### config.mk
export PLATFORM = sky130hd
export DESIGN_NAME = imem_loader
export DESIGN_NICKNAME = d
export VERILOG_FILES = /design/src/rtl/imem_loader.sv
export SDC_FILE = /design/constraint.sdc
export NUM_CORES = 1
export LEC_CHECK = 0
export ABC_CLOCK_PERIOD_IN_PS = 3900
export CORE_UTILIZATION = 35
export DETAILED_ROUTE_END_ITERATION = 10
export GPL_ROUTABILITY_DRIVEN = 0
export SLEW_MARGIN = 10
export SYNTH_ARGS = -nofsm -noshare
export SYNTH_HDL_FRONTEND = slang
export SYNTH_SLANG_ARGS = --single-unit
### constraint.sdc
create_clock -name clk -period 3.9 [get_ports clk]
set_clock_uncertainty 0.1 [all_clocks]
set_input_delay 0.585 -clock clk [delete_from_list [all_inputs] [get_ports clk]]
set_output_delay 0.585 -clock clk [all_outputs]
set_load 0.01 [all_outputs]
### src/rtl/imem_loader.sv
// rtl/imem_loader.sv - byte-stream instruction memory loader with XOR checksum
//
// Receives num_words 32-bit words as a byte stream (LSB first), writes them to
// instruction memory one word per WRITE cycle, then takes a trailing 32-bit
// checksum word.  It compares that word with the XOR of all loaded words.
// The processor is held in reset until a load finishes with a good checksum.
//
// Ports:
//   clk, reset            - system clock, synchronous active-high reset
//   start, num_words      - load request and its word count (sampled on accept)
//   in_valid/in_data      - byte stream in; in_ready - byte accepted this cycle
//   mem_we/mem_addr/mem_wd- instruction memory write port (mem_addr is a word index)
//   cpu_reset             - low only once a valid image is in memory
//   busy/done/error       - status flags; words_loaded - words written so far
module imem_loader #(
    parameter int DEPTH = 64
) (
    input  logic        clk,
    input  logic        reset,
    input  logic        start,
    input  logic [6:0]  num_words,
    input  logic        in_valid,
    input  logic [7:0]  in_data,
    output logic        in_ready,
    output logic        mem_we,
    output logic [31:0] mem_addr,
    output logic [31:0] mem_wd,
    output logic        cpu_reset,
    output logic        busy,
    output logic        done,
    output logic        error,
    output logic [6:0]  words_loaded
);

    typedef enum logic [2:0] {
        IDLE  = 3'd0,
        RECV  = 3'd1,
        WRITE = 3'd2,
        CKSUM = 3'd3,
        DONE  = 3'd4,
        ERROR = 3'd5
    } state_t;

    localparam logic [6:0] DEPTH_W = 7'(DEPTH);

    state_t      state_q;
    logic [6:0]  count_q;
    logic [6:0]  word_idx_q;
    logic [1:0]  byte_idx_q;
    logic [31:0] asm_q;
    logic [31:0] asm_d;
    logic [31:0] cksum_q;
    logic [6:0]  words_loaded_q;
    logic        xfer;
    logic        count_bad;

    assign in_ready = (state_q == RECV) || (state_q == CKSUM);
    assign xfer     = in_valid && in_ready;

    // num_words is 7 bits, so anything above DEPTH is caught by a plain compare
    // as long as DEPTH itself fits in 7 bits.
    assign count_bad = (num_words == 7'd0) || (num_words > DEPTH_W);

    // Assembly register with the incoming byte dropped into its lane.
    always_comb begin
        asm_d = asm_q;
        case (byte_idx_q)
            2'd0:    asm_d[7:0]   = in_data;
            2'd1:    asm_d[15:8]  = in_data;
            2'd2:    asm_d[23:16] = in_data;
            default: asm_d[31:24] = in_data;
        endcase
    end

    always_ff @(posedge clk) begin
        if (reset) begin
            state_q        <= IDLE;
            count_q        <= 7'd0;
            word_idx_q     <= 7'd0;
            byte_idx_q     <= 2'd0;
            asm_q          <= 32'd0;
            cksum_q        <= 32'd0;
            words_loaded_q <= 7'd0;
        end else begin
            case (state_q)
                IDLE, DONE, ERROR: begin
                    if (start) begin
                        if (count_bad) begin
                            state_q <= ERROR;
                        end else begin
                            count_q        <= num_words;
                            word_idx_q     <= 7'd0;
                            byte_idx_q     <= 2'd0;
                            cksum_q        <= 32'd0;
                            words_loaded_q <= 7'd0;
                            state_q        <= RECV;
                        end
                    end
                end
                RECV: begin
                    if (xfer) begin
                        asm_q      <= asm_d;
                        byte_idx_q <= byte_idx_q + 2'd1;
                        if (byte_idx_q == 2'd3) begin
                            state_q <= WRITE;
                        end
                    end
                end
                WRITE: begin
                    // byte_idx_q has already wrapped to 0 on the byte-3 transfer.
                    cksum_q        <= cksum_q ^ asm_q;
                    word_idx_q     <= word_idx_q + 7'd1;
                    words_loaded_q <= words_loaded_q + 7'd1;
                    if (word_idx_q == count_q - 7'd1) begin
                        state_q <= CKSUM;
                    end else begin
                        state_q <= RECV;
                    end
                end
                CKSUM: begin
                    if (xfer) begin
                        asm_q      <= asm_d;
                        byte_idx_q <= byte_idx_q + 2'd1;
                        if (byte_idx_q == 2'd3) begin
                            state_q <= (asm_d == cksum_q) ? DONE : ERROR;
                        end
                    end
                end
                default: state_q <= IDLE;
            endcase
        end
    end

    assign mem_we       = (state_q == WRITE);
    assign mem_addr     = {25'd0, word_idx_q};
    assign mem_wd       = asm_q;
    assign cpu_reset    = (state_q != DONE);
    assign busy         = (state_q == RECV) || (state_q == WRITE) || (state_q == CKSUM);
    assign done         = (state_q == DONE);
    assign error        = (state_q == ERROR);
    assign words_loaded = words_loaded_q;

endmodule

==> flow_summary.toml <==
[timing]
worst_pin_slew_ps = 693
tns_ps = 0
layout_min_cycle_time_ps = 2830
hold_viol = 0
rsz0062_at_grt = "no"
setup_viol_count_final = 0
worst_slack_ps = 1070
slew_violations = 0
fin_hold_ws_ps = 392
fmax_ghz = 0.354
min_period_over_period_pct = 72.5
slew_headroom_pct = 53.8

[logic_synthesis]
ys_seq_area_share_pct = 36.4
yosys-top-cells-count = "90 x dfxtp_1, 64 x nand2_1, 51 x nor2_1, 46 x a21oi_1, 40 x xnor2_1"
synth_edf_count = 0
ys.flop_type = "dfxtp_1"
synth_cell_types = 45
synthTopCellsByArea = "dfxtp_1 36%, mux2i_1 7.9%, xnor2_1 7.1%"
async_reset_ff_share_pct = 0
syn_avg_cell_area_um2 = 8.60
synth.top_cell.area_share_pct = 36.4
synth.most_common_cell = "dfxtp_1"
yosys.area.top_type = "dfxtp_1"
yosysWarnings = 0
syn_area_um2 = 4950
netlist_instances = 575
ys_ff_latch = 90

[grt]
gr-usage-all-layers_pct = 18.5
grt_pass1_wl_mm = 20.7
antenna_found_initial = 0
grt_max_degree = 49
gr-total-overflow = 0
grt_pass1_vias = 3934

[clock_network]
cts_root_buffer = "clkbuf_16"
clock_sinks = 90
ctsHoldBuffers = 0
clock_latency_ps = 350
cts_tree = "built"
cts-resized-gates = 0
cts_made_buffers = 9
ctsHtreeMaxLevel = 3
post_cts_buffers = 0
clk_path_buf_depth = 2
clk_pin_slew_ps = 60

[die]
dieWidth_um = 121
die_h_um = 121
coreArea_um2 = 13800
ioPinCount = 96
dieArea_um2 = 14600
fp-row-count = 43
start_util_pct = 35.8

[power_and_ir_drop]
ir_drop_mv = 0.187
finalPower_mw = 2.01
p_leak_nw = 2.00
power.density_nw_per_um2 = 340

[worst_setup_path]
crit_path_start_kind = "primary input"
crit_type = "in -> reg"
required_ps = 4040
cp.arrival_ps = 2970
cp_max_fo = 33
endpoint_kind = "flip-flop"

[detailed_routing]
drc_errors = 0
wl_met3_um = 779
ant_nets = 0
drt_iter0_markers = 225
wirelength_mm = 13.2
drtPass1Iterations = 6
wl_met2_mm = 6.00
vias_per_cell = 5.25
vias = 4214
routed.top_layer = "met4"
wire_per_inst_um = 16.4
m1WireLength_mm = 6.14

[place]
dp_cells = 787
dp_slack_ps = 723
dpl.hpwl_mm = 9.00
portBuffers = 70
dpl_cell_area_um2 = 5630

[cells_and_area]
final_cells = 803
final_cell_area_um2 = 5900
drive_above_1_share_pct = 5.30
post-route-util_pct = 42.7
n_fill_cell = 1355
syn_to_final_growth_pct = 19.3
n_antenna_cell = 0
nets = 648

[run_status]
status = "complete, no violations"

[job]
maxCapViolCount = 0

[min_path]
min_path_type = "reg -> reg"
-- placed cells by master, fill, tap and decap left out, types with 6 or more instances in the layout --
cell type        Yosys  final
a21oi_1             46     46
buf_4               26      7
clkbuf_16            0      9
clkdlybuf4s50_1      0     69
conb_1               1     25
dfxtp_1             90     90
ha_1                11     11
inv_1                7      7
mux2i_1             39     39
nand2_1             64     64
nand3_1             22     22
nand4_1             39     39
nor2_1              51     51
nor4_1               7      7
o21ai_0              6      6
or3_1                6      6
xnor2_1             40     40
xor2_1              37     37
-- per-layer routing --
| metal | up-vias | global-route usage (%) |
|---|---|---|
| li1 | 2006 | - |
| met1 | 2051 | 25.0 |
| met2 | 136 | 28.6 |
| met3 | 21 | 4.28 |
| met4 | 0 | 6.64 |
| met5 | - | 0 |
-- worst max-delay path: stages --
cell and delay (ps):
clkdlybuf4s50_1 420, or4_4 580, o311ai_4 470, buf_4 480, nand4_1 180, xor2_1 190
nor2_1 50
-- area by class of cell --
type	instances	area [um^2]	area share, %
Timing Repair Buffer	78	768	13.0
Clock buffer	13	250	4.24
Inverter	7	26.3	0.445
Clock inverter	3	23.8	0.403
Tap cell	180	225	3.82
Sequential cell	90	1800	30.5
Multi-Input combinational cell	432	2800	47.5
-- kinds of logic after synthesis --
group           Yosys count  share of synthesized area, %
fa+ha+maj                11                          2.78
buf+inv                  77                          9.16
simple gates            211                          21.6
flops                    90                          36.4
compound gates           69                          8.45
xor+xnor                 77                          13.6
mux                      39                          7.89
other cells               1                        0.0758
-- power breakdown --
| part | switching (mW) | internal [mW] |
|---|---|---|
| Sequential | 0.0157 | 0.931 |
| Combinational | 0.144 | 0.0890 |
| Clock | 0.375 | 0.453 |
-- flip-flops by register name, summed over array words and instances, names as in the netlist --
name,cells
state_q,3
word_idx_q,7
byte_idx_q,2
count_q,7
cksum_q,32
words_loaded,7
mem_wd,32
-- worst paths after layout --
path | slack [ps] | depth (start not counted) | to | startpoint
max | 1070 | 7 | cksum_q[15] | num_words[0]
min | 390 | 2 | mem_wd[0] | mem_wd[0]
max reg2reg | 1240 | 7 | state_q[0] | byte_idx_q[0]
min reg2reg | 390 | 2 | mem_wd[0] | mem_wd[0]
Note: power is estimated with default switching activity, not from simulation.
